`config.mk`:
```
export PLATFORM = sky130hd
export DESIGN_NAME = ivredcr
export DESIGN_NICKNAME = d
export VERILOG_FILES = /design/src/rtl/ivred_pkg.sv /design/src/rtl/ivlane_comb.sv /design/src/rtl/ivredcr.sv
export SDC_FILE = /design/constraint.sdc
export NUM_CORES = 1
export LEC_CHECK = 0
export CAP_MARGIN = 30
export CORE_ASPECT_RATIO = 0.8
export CORE_MARGIN = 4
export CORE_UTILIZATION = 50
export DETAILED_ROUTE_END_ITERATION = 10
export GPL_ROUTABILITY_DRIVEN = 0
export PLACE_DENSITY_LB_ADDON = 0.3
export SYNTH_ARGS = -nofsm -noshare
export SYNTH_HDL_FRONTEND = slang
export SYNTH_SLANG_ARGS = --single-unit
```
`constraint.sdc`:
```
create_clock -name cpu_clock_i -period 4.39 [get_ports cpu_clock_i]
set_input_delay 0.439 -clock cpu_clock_i [delete_from_list [all_inputs] [get_ports cpu_clock_i]]
set_output_delay 0.439 -clock cpu_clock_i [all_outputs]
set_load 0.01 [all_outputs]
```
`src/rtl/ivred_pkg.sv`:
```
// Shared constants and FSM state encoding for the ivredcr vector reduction unit.
package ivred_pkg;

    localparam logic [2:0] OP_MAX = 3'b000;
    localparam logic [2:0] OP_MIN = 3'b001;
    localparam logic [2:0] OP_SUM = 3'b010;

    localparam logic SIZE_8  = 1'b0;
    localparam logic SIZE_16 = 1'b1;

    typedef enum logic [2:0] {
        S_IDLE  = 3'd0,
        S_ACC   = 3'd1,
        S_FOLD1 = 3'd2,
        S_FOLD2 = 3'd3,
        S_DONE  = 3'd4
    } ivred_state_e;

endpackage

```
`src/rtl/ivlane_comb.sv`:
```
// Lane-wise max/min/sum of two packed words, as 4x8-bit or 2x16-bit lanes.
module ivlane_comb
    import ivred_pkg::*;
(
    input  logic [31:0] a,
    input  logic [31:0] b,
    input  logic [3:0]  op,
    input  logic        size,
    output logic [31:0] y
);

    // op[3] selects signed compare; unknown op[2:0] codes fall through to max.
    function automatic logic [7:0] comb8(input logic [7:0] x, input logic [7:0] z,
                                         input logic [3:0] opc);
        logic x_gt;
        x_gt = opc[3] ? ($signed(x) > $signed(z)) : (x > z);
        case (opc[2:0])
            OP_MIN:  return x_gt ? z : x;
            OP_SUM:  return x + z;
            default: return x_gt ? x : z;
        endcase
    endfunction

    function automatic logic [15:0] comb16(input logic [15:0] x, input logic [15:0] z,
                                           input logic [3:0] opc);
        logic x_gt;
        x_gt = opc[3] ? ($signed(x) > $signed(z)) : (x > z);
        case (opc[2:0])
            OP_MIN:  return x_gt ? z : x;
            OP_SUM:  return x + z;
            default: return x_gt ? x : z;
        endcase
    endfunction

    always_comb begin
        y = '0;
        if (size == SIZE_16) begin
            for (int i = 0; i < 2; i++) begin
                y[16*i +: 16] = comb16(a[16*i +: 16], b[16*i +: 16], op);
            end
        end else begin
            for (int i = 0; i < 4; i++) begin
                y[8*i +: 8] = comb8(a[8*i +: 8], b[8*i +: 8], op);
            end
        end
    end

endmodule

```
`src/rtl/ivredcr.sv`:
```
// Streaming vector reduction: accumulates packed-lane beats, folds lanes to one scalar.
// Handshakes: a beat moves when valid_i & ready_o, a result moves when valid_o & ready_i; valid holds until taken.
module ivredcr
    import ivred_pkg::*;
(
    input  logic         cpu_clock_i,
    input  logic         cpu_resetn_i,
    input  logic         flush_i,
    input  logic         valid_i,
    output logic         ready_o,
    input  logic [31:0]  data_i,
    input  logic         last_i,
    input  logic [3:0]   op_i,
    input  logic         size_i,
    output logic         valid_o,
    input  logic         ready_i,
    output logic [31:0]  result_o,
    output ivred_state_e state_o
);

    ivred_state_e state_q, state_d;
    logic [31:0]  acc_q, acc_d;
    logic [3:0]   op_q, op_d;
    logic         size_q, size_d;
    logic         valid_q, valid_d;

    logic [31:0]  cmb_b;
    logic         cmb_size;
    logic [31:0]  cmb_y;
    logic         accept;

    // One combiner serves both beat accumulation and the lane folds.
    always_comb begin
        cmb_b    = data_i;
        cmb_size = size_q;
        case (state_q)
            S_FOLD1: cmb_b = acc_q >> 16;
            S_FOLD2: begin
                cmb_b    = acc_q >> 8;
                cmb_size = SIZE_8;
            end
            default: cmb_b = data_i;
        endcase
    end

    ivlane_comb u_comb (
        .a    (acc_q),
        .b    (cmb_b),
        .op   (op_q),
        .size (cmb_size),
        .y    (cmb_y)
    );

    assign ready_o = ((state_q == S_IDLE) || (state_q == S_ACC)) && !flush_i;
    assign accept  = valid_i && ready_o;

    always_comb begin
        state_d = state_q;
        acc_d   = acc_q;
        op_d    = op_q;
        size_d  = size_q;
        valid_d = valid_q;
        case (state_q)
            S_IDLE: begin
                if (accept) begin
                    acc_d   = data_i;
                    op_d    = op_i;
                    size_d  = size_i;
                    state_d = last_i ? S_FOLD1 : S_ACC;
                end
            end
            S_ACC: begin
                if (accept) begin
                    acc_d = cmb_y;
                    if (last_i) begin
                        state_d = S_FOLD1;
                    end
                end
            end
            S_FOLD1: begin
                acc_d = cmb_y;
                if (size_q == SIZE_16) begin
                    state_d = S_DONE;
                    valid_d = 1'b1;
                end else begin
                    state_d = S_FOLD2;
                end
            end
            S_FOLD2: begin
                acc_d   = cmb_y;
                state_d = S_DONE;
                valid_d = 1'b1;
            end
            S_DONE: begin
                if (ready_i) begin
                    state_d = S_IDLE;
                    valid_d = 1'b0;
                end
            end
            default: begin
                state_d = S_IDLE;
                valid_d = 1'b0;
            end
        endcase
        if (flush_i) begin
            state_d = S_IDLE;
            valid_d = 1'b0;
            acc_d   = '0;
        end
    end

    always_ff @(posedge cpu_clock_i) begin
        if (!cpu_resetn_i) begin
            state_q <= S_IDLE;
            acc_q   <= '0;
            op_q    <= '0;
            size_q  <= 1'b0;
            valid_q <= 1'b0;
        end else begin
            state_q <= state_d;
            acc_q   <= acc_d;
            op_q    <= op_d;
            size_q  <= size_d;
            valid_q <= valid_d;
        end
    end

    assign valid_o  = valid_q;
    assign state_o  = state_q;
    assign result_o = (size_q == SIZE_16) ? {{16{op_q[3] & acc_q[15]}}, acc_q[15:0]}
                                          : {{24{op_q[3] & acc_q[7]}},  acc_q[7:0]};

endmodule

```
==> metrics, run 1 <==
status=completed; detail-routed net length per standard cell=19.74 µm; max_cap viols=0; remaining max-slew budget at the tightest pin=43.63%; count of distinct cell types in the synthesized netlist=84; leakage power of the design=2.789 nW; number of stages on the worst hold path=2; fin cells=974; first-pass GRT wire length=30.54 mm; proportion of register bits with asynchronous set or reset after synthesis=0%; overall track demand over capacity in global routing=27.97%; clock latency on the worst-skew pair=290 ps; footprint of the multi-input gates=4481 µm²; arrival time worst endpoint=4310 ps; number of enable-type register cells in the synthesized netlist=0; count of placed standard cells including taps=966; detailed-router iteration count before antenna repair=6; slowest cell delay on critical path=540 ps; crit-path max FO=37; cell with the most instances after synthesis=sky130_fd_sc_hd__nand2_1; routed wire length=19.23 mm; slew at the pin closest to its max-slew limit=841.9 ps; total CTS buffers=5; Max rail drop VDD=0.0002141 V; Post-DP HPWL=14.80 mm; Vias/cell=6.426; proportion of netlist area held by the largest area contributor=14.51%; clock skew after layout=6.948 ps; number of DRC markers in iteration 0=563; Post-Synthesis Mean Instance Area=7.387 µm²; synth top area cells=sky130_fd_sc_hd__ha_1 (15%), sky130_fd_sc_hd__dfxtp_1 (14%), sky130_fd_sc_hd__a21oi_1 (5.4%); unrepaired setup endpoints after global routing=false; Worst Setup Start Kind=flop; total congestion overflow=0; Place WS=198.9 ps; sequential cell area=820.8 µm²; Die Width=129.1 µm; library cell used as clock root buffer=sky130_fd_sc_hd__clkbuf_16; r2r worst-path depth=11; cell count after synthesis=794; effective utilization at floorplan=51.12%; minimum clock period=4127 ps; Diodes inserted=0; number of H-tree branching levels=2; DRC violations left=0; hold bufs inserted after CTS=0; cell row count=35; smallest setup slack after layout=263.1 ps; vias in the first global route=6021; area of the placeable core=11470 µm²; fraction of the yosys area taken by sequential cells=13.99%; count of nets after finishing=940; largest area contributor in the netlist=sky130_fd_sc_hd__ha_1; maximum root-to-sink buffer count=2; post-route core utilization=58.88%; crit path kind=reg -> reg; flip-flop and latch count after synthesis=41; CTS clk-pin slew, worst paths=70 ps; setup slack of the worst register-to-register path=260 ps; Die Footprint=13540 µm²; Filler Cell Count=1028; cell area after technology mapping=5866 µm²; number of I/O pins=80; Cell Pwr Density=191.4 nW/µm²; number of nets with antenna violations after detailed routing=0; Port Buffers=79; via count=6259; final hold viol count=0; TNS Setup=0 ps; Synth Warn #=0; clock tree from TritonCTS=yes; smallest hold slack=492.5 ps; maximum achievable frequency=242.3 MHz; Num Clock Sinks=41; element type at the critical path end=flop; die extent in y=104.9 µm; synth cell count leaders=sky130_fd_sc_hd__nand2_1 (73), sky130_fd_sc_hd__ha_1 (68), sky130_fd_sc_hd__a21oi_1 (63); crit path cell chain=nand2b_2, buf_12, o21ai_0, ha_1, or3_1, or4_1, nor3_1, a211o_1, a211o_1, nand2_1, o41ai_1; period utilisation layout=94.01%; Net Count, Synth=909; count of pins over their slew limit=0; number of antenna violations at the first check in global routing=0; required time of the critical path=4570 ps; Layout area overhead=15.17%; share of cells above drive strength 1=6.901%; Tightest Hold Check Type=reg -> reg; Primary FF master, synth=sky130_fd_sc_hd__dfxtp_1; cell type of the slowest stage on the worst timing path=sky130_fd_sc_hd__or4_1; Critical Path Most Common Cell=sky130_fd_sc_hd__a211o_1; final count of negative-setup-slack endpoints=0; pin count of the biggest net entering global routing=38
[logic make-up (layout without fill, tap and decap cells)]
kind of cell	after synthesis	count (layout)	synth area share (%)
DFF	41	41	13.99
adders and majority gates	72	72	15.87
and+or+nand+nor	245	245	21.16
xor gates and xnor gates	14	14	2.090
AOI/OAI and AO/OA	273	273	31.83
buffers and inverters	119	151	9.919
muxes	30	30	5.141
[path summary, 6_finish.rpt]
check / startpoint / endpoint
worst max-delay path: state_o[2] / acc_q[20]
worst min-delay path: valid_o / valid_o
worst max register to register: state_o[2] / acc_q[20]
worst min register to register: valid_o / valid_o
[through the flow]
step | area (µm²) | total power [mW]
2_1_floorplan | 5866 | 0.7022
3_3_place_gp | 6568 | 0.8219
3_5_place_dp | 6568 | 0.8360
4_1_cts | 6744 | 1.275
5_1_grt | 6755 | 1.342
6_report | 6755 | 1.293
[layout by cell type, fill, tap and decap left out, drive strengths merged, types with 24 or more instances in the layout]
cell type and instances:
mux2i 29, nand2 74, o211ai 27, ha 68, dfxtp 41, a211oi 29, a21oi 64, nor2 54
clkdlybuf4s50 79, nor2b 26, nor3 24, inv 52, o21ai 59
[power breakdown]
part	switching [mW]	total, mW	internal [mW]
logic	0.253	0.430	0.177
registers	0.0273	0.412	0.385
clock network	0.167	0.451	0.284
[worst max-delay path, delay by kind of cell, from the launching register on]
family	cells	cell delay, ps
simple gates	5	1830
compound gates	4	1200
fa+ha+maj	1	370
flops	1	310
buf+inv	1	280
[sequential cells by signal (all words and copies together), names as in the netlist]
signal	cells
acc_q	32
op_q	4
state_o	3
size_q	1
valid_o	1
[routing by layer]
metal | routed length, µm | GRT usage [%] | vias to the layer above
met3 | 2163 | 5.774 | 61
li1 | - | - | 2932
met1 | 8330 | 39.96 | 2893
met4 | 615 | 10.27 | 0
met2 | 8116 | 41.16 | 373
met5 | 0 | 0 | -
[what timing repair did]
item / CTS / global route
setup buffers: 0 / 0
gates resized for setup: 0 / 3
setup endpoints to repair: 0 / 15
[area by class of cell]
class                   count  share of cell area [%]
multi-input cells         634                   66.33
repair buffers             91                   13.28
flip-flops and latches     41                   12.15
inverters                  52                   2.889
well taps                 148                   2.741
clock buffers               6                   2.056
clock inverters             2                  0.5557
(Power assumes the default switching activity.)
==> inputs of run 2 (changes only) <==
CORE_MARGIN = 2   (was 4)
RECOVER_POWER = 50   (was not set)
==> metrics, run 2 (synthesis gave the netlist of run 1 again) <==
crit-path max FO=12 (-68%); crit path kind=reg -> reg; Die Width=125.1 µm (-3.1%); crit path cell chain=buf_4, mux2i_1, o21ai_0, ha_1, a21oi_1, o211ai_1, a221oi_1, o21ai_0, and3_1, and3_1, o31ai_1, mux2i_1; CTS clk-pin slew, worst paths=60 ps (about the same); unrepaired setup endpoints after global routing=false; detailed-router iteration count before antenna repair=6 (unchanged); Tightest Hold Check Type=reg -> reg; number of antenna violations at the first check in global routing=0 (unchanged); area of the placeable core=11470 µm² (unchanged); clock latency on the worst-skew pair=290 ps (about the same); post-route core utilization=58.70% (-0.17 points); minimum clock period=4161 ps (+33.61 ps); count of nets after finishing=944 (+0.43%); first-pass GRT wire length=30.29 mm (-0.81%); fin cells=977 (+0.31%); Post-DP HPWL=14.52 mm (-1.9%); register with the highest flop count=acc_q; met1 GRT Util=41.08% (+1.1 points); cell family contributing the most delay on the critical path=compound AO/OA/AOI/OAI gates; commonest cells after routing, fill and taps aside=sky130_fd_sc_hd__nand2_1 (73), sky130_fd_sc_hd__ha_1 (68), sky130_fd_sc_hd__a21oi_1 (63); number of setup buffers added after CTS=0 (unchanged); count of pins over their slew limit=0 (unchanged); Max rail drop VDD=0.0001654 V (-23%); element type at the critical path end=flop; final hold viol count=0 (unchanged); Num Clock Sinks=41 (unchanged); global-route track usage on met3=6.210% (+0.44 points); Vias/cell=6.495 (+1.1%); via count=6346 (+1.4%); max_cap viols=0 (unchanged); die extent in y=100.9 µm (-3.8%); smallest hold slack=480.6 ps (-11.94 ps); number of nets with antenna violations after detailed routing=0 (unchanged); share of cells above drive strength 1=7.117% (+0.22 points); Die Footprint=12620 µm² (-6.8%); total congestion overflow=0 (unchanged); final count of negative-setup-slack endpoints=0 (unchanged); detail-routed net length per standard cell=19.51 µm (-1.1%); cell type of the slowest stage on the worst timing path=sky130_fd_sc_hd__a221oi_1; remaining max-slew budget at the tightest pin=42.97% (-0.66 points); clock tree from TritonCTS=yes; critical path buffer and inverter count=1 (unchanged); status=completed; clock skew after layout=5.278 ps (-1.670 ps); total CTS buffers=5 (unchanged); routed wire length=19.07 mm (-0.84%); effective utilization at floorplan=51.12% (unchanged); slowest cell delay on critical path=620 ps (+80 ps); period utilisation layout=94.77% (+0.77 points); required time of the critical path=4550 ps (-20 ps); TNS Setup=0 ps (unchanged); arrival time worst endpoint=4320 ps (about the same); maximum achievable frequency=240.4 MHz (-0.81%); number of H-tree branching levels=2 (unchanged); Worst Setup Start Kind=flop; overall track demand over capacity in global routing=29.69% (+1.7 points); cell row count=35 (unchanged); max FFs per register=32 (unchanged); Cell Pwr Density=180.0 nW/µm² (-6.0%); Port Buffers=79 (unchanged); Layout area overhead=14.83%; maximum root-to-sink buffer count=2 (unchanged); library cell used as clock root buffer=sky130_fd_sc_hd__clkbuf_16; leakage power of the design=2.868 nW (+2.8%); count of placed standard cells including taps=970 (+0.41%); number of DRC markers in iteration 0=648 (+15%); global-route met2 utilization=47.62% (+6.5 points); slew at the pin closest to its max-slew limit=846.6 ps (+4.651 ps); vias in the first global route=5825 (-3.3%); layer carrying the most global-route usage=met2; most common library cell in the layout ignoring fill and taps=sky130_fd_sc_hd__nand2_1; DRC violations left=0 (unchanged); pin count of the biggest net entering global routing=34 (-11%); Diodes inserted=0 (unchanged); number of I/O pins=80 (unchanged)
[run 2: layout make-up]
type | instances | area [µm²]
clock buffer | 6 | 128.9
clock inverter | 1 | 8.758
fill | 1038 | 4738
inverter | 52 | 195.2
multi-input combinational | 634 | 4473
sequential | 41 | 820.8
tap | 148 | 185.2
timing repair buffer | 95 | 923.4
[run 2: through the flow]
step	power [mW]	setup WS, ps	area, µm²
CTS	1.197	261.9	6735
floorplan	0.7022	141.3	5866
finish	1.212	229.5	6735
global route	1.265	40.31	6735
detailed placement	0.8380	286.7	6598
global placement	0.8233	427.4	6598
[run 2: tightest hold or removal path: stages (launching register included)]
cell                       delay (ps)
sky130_fd_sc_hd__dfxtp_1          310
sky130_fd_sc_hd__inv_1             50
sky130_fd_sc_hd__a221oi_1          70
[run 2: final timing paths]
| path | startpoint | end | slack (ps) | cells after the start |
|---|---|---|---|---|
| max | state_o[0] | acc_q[15] | 230 | 12 |
| min | valid_o | valid_o | 480 | 2 |
| min reg2reg | valid_o | valid_o | 480 | 2 |
| max reg2reg | state_o[0] | acc_q[15] | 230 | 12 |
[run 2: power breakdown]
group          switching, mW  total, mW  internal, mW
Clock                  0.161      0.370         0.209
Sequential            0.0257      0.411         0.385
Combinational          0.255      0.432         0.177
Total                  0.441       1.21         0.771
[run 2: repair_timing]
item | 4_1_cts | 5_1_grt
hold buffers | 0 | 0
resized for setup | 0 | 1
endpoints found under the setup margin | 0 | 1
[run 2: routing by layer]
layer  routed length, µm  vias to the layer above
li1                    -                     2945
met1                8286                     2941
met2                8254                      412
met3                2118                       48
met4                 405                        0
met5                   0                        -
==> inputs of run 3 (changes only) <==
CTS_CLUSTER_DIAMETER = 200   (was not set)
SETUP_SLACK_MARGIN = 0.5   (was not set)
==> metrics, run 3 (synthesis gave the netlist of run 1 again) <==
number of DRC markers in iteration 0=670 (+3.4%); Port Buffers=79 (unchanged); crit path kind=reg -> reg; DRC violations left=0 (unchanged); max_cap viols=0 (unchanged); element type at the critical path end=flop; TNS Setup=0 ps (unchanged); number of H-tree branching levels=2 (unchanged); Filler Cell Count=1007 (-3.0%); Place WS=304.1 ps (+17.40 ps); endpoint of the lowest-slack register-to-register path=acc_q[23]; detailed-router iteration count before antenna repair=7 (+1); clock latency on the worst-skew pair=290 ps (about the same); library cell used as clock root buffer=sky130_fd_sc_hd__clkbuf_16; arrival time worst endpoint=3920 ps (-400 ps); crit path from=state_o[1]; Cell Pwr Density=176.9 nW/µm² (-1.7%); final count of negative-setup-slack endpoints=0 (unchanged); share of cells above drive strength 1=9.604% (+2.5 points); period utilisation layout=86.66% (-8.1 points); maximum achievable frequency=262.9 MHz (+9.4%); Worst Setup Start Kind=flop; number of nets with antenna violations after detailed routing=0 (unchanged); smallest setup slack after layout=585.7 ps (+356.2 ps); count of nets after finishing=948 (+0.42%); detail-routed net length per standard cell=19.01 µm (-2.6%); setup slack of the worst register-to-register path=590 ps (+360 ps); Diodes inserted=0 (unchanged); number of antenna violations at the first check in global routing=0 (unchanged); via count=6306 (-0.63%); status=completed; cell row count=35 (unchanged); Die Width=125.1 µm (unchanged); commonest cells after routing, fill and taps aside=sky130_fd_sc_hd__nand2_1 (71), sky130_fd_sc_hd__ha_1 (66), sky130_fd_sc_hd__a21oi_1 (59); count of pins over their slew limit=0 (unchanged); Num Clock Sinks=41 (unchanged); area of the placeable core=11470 µm² (unchanged); slew at the pin closest to its max-slew limit=1358 ps (+511.5 ps); register with the highest flop count=acc_q; clock tree from TritonCTS=yes; Layout area overhead=16.83%; effective utilization at floorplan=51.12% (unchanged); Max rail drop VDD=0.0001215 V (-27%); pin count of the biggest net entering global routing=34 (unchanged); CP endpoint=acc_q[23]; maximum root-to-sink buffer count=2 (unchanged); footprint of the multi-input gates=4553 µm² (+1.8%); routed wire length=18.65 mm (-2.2%); total congestion overflow=0 (unchanged); overall track demand over capacity in global routing=28.80% (-0.89 points); most common library cell in the layout ignoring fill and taps=sky130_fd_sc_hd__nand2_1; required time of the critical path=4510 ps (-40 ps); first-pass GRT wire length=29.49 mm (-2.6%); smallest hold slack=473.5 ps (-7.062 ps); vias in the first global route=5784 (-0.70%); Vias/cell=6.428 (-1.0%); clock skew after layout=10.19 ps (+4.914 ps); sequential cell area=824.5 µm² (+0.46%); final hold viol count=0 (unchanged); die extent in y=100.9 µm (unchanged); CTS clk-pin slew, worst paths=60 ps (about the same); crit-path max FO=12 (unchanged); Post-DP HPWL=14.32 mm (-1.3%); max FFs per register=32 (unchanged); total CTS buffers=5 (unchanged); Tightest Hold Check Type=reg -> reg; unrepaired setup endpoints after global routing=false; leakage power of the design=2.908 nW (+1.4%); Die Footprint=12620 µm² (unchanged); r2r worst-path depth=14 (+2); minimum clock period=3804 ps (-356.2 ps); reg-to-reg startpoint=state_o[1]; remaining max-slew budget at the tightest pin=9.464% (-34 points); number of I/O pins=80 (unchanged)
## run 3: final cells by class
class / instances / share of cell area, %
clock inverters: 1 / 0.1278
clock buffers: 6 / 1.881
well taps: 148 / 2.702
multi-input cells: 634 / 66.44
flip-flops and latches: 41 / 12.03
repair buffers: 99 / 13.97
inverters: 52 / 2.848
## run 3: stage by stage
step,power [mW],std cells,utilization [%],area (µm²)
after floorplan,0.7025,794,-,5871
after global placement,0.8244,970,57.50,6598
after detailed placement,0.8366,970,57.50,6598
after CTS,1.193,977,58.81,6748
after global routing,1.264,981,59.73,6853
final,1.212,981,59.73,6853
## run 3: how the worst min path moves through the flow
stage | slack, ps | endpoint | from | cells past startpoint
after floorplan | 470 | acc_q[6] | acc_q[6] | 2
after global placement | 460 | valid_o | valid_o | 2
after detailed placement | 470 | valid_o | valid_o | 2
after CTS | 480 | valid_o | valid_o | 2
after global routing | 520 | valid_o | valid_o | 2
final | 470 | valid_o | valid_o | 2
## run 3: timing repair
item / CTS / global route
gates resized for setup: 4 / 24
setup endpoints to repair: 21 / 28
setup buffers: 0 / 4
hold buffers: 0 / 0
pin swaps: 0 / 1
## run 3: metal layers
layer	GRT usage (%)	wire length [µm]
met5	0	0
met4	8.376	424
met3	4.352	2027
met2	45.57	7972
met1	40.82	8224
## run 3: report_power, final
| group | internal (mW) | switching [mW] |
|---|---|---|
| Sequential | 0.385 | 0.0252 |
| Clock | 0.209 | 0.155 |
| Combinational | 0.181 | 0.257 |
## run 3: critical path, stage by stage (launching register included)
cell,delay (ps)
sky130_fd_sc_hd__dfxtp_1,330
sky130_fd_sc_hd__buf_4,180
sky130_fd_sc_hd__nor2b_2,180
sky130_fd_sc_hd__and3_1,220
sky130_fd_sc_hd__a21oi_2,160
sky130_fd_sc_hd__inv_1,60
sky130_fd_sc_hd__ha_1,320
sky130_fd_sc_hd__or3_1,440
sky130_fd_sc_hd__or4_4,510
sky130_fd_sc_hd__o22a_1,200
sky130_fd_sc_hd__o21ai_1,110
sky130_fd_sc_hd__mux2i_1,270
sky130_fd_sc_hd__nand2_2,170
sky130_fd_sc_hd__a2111oi_1,370
sky130_fd_sc_hd__a211oi_1,90
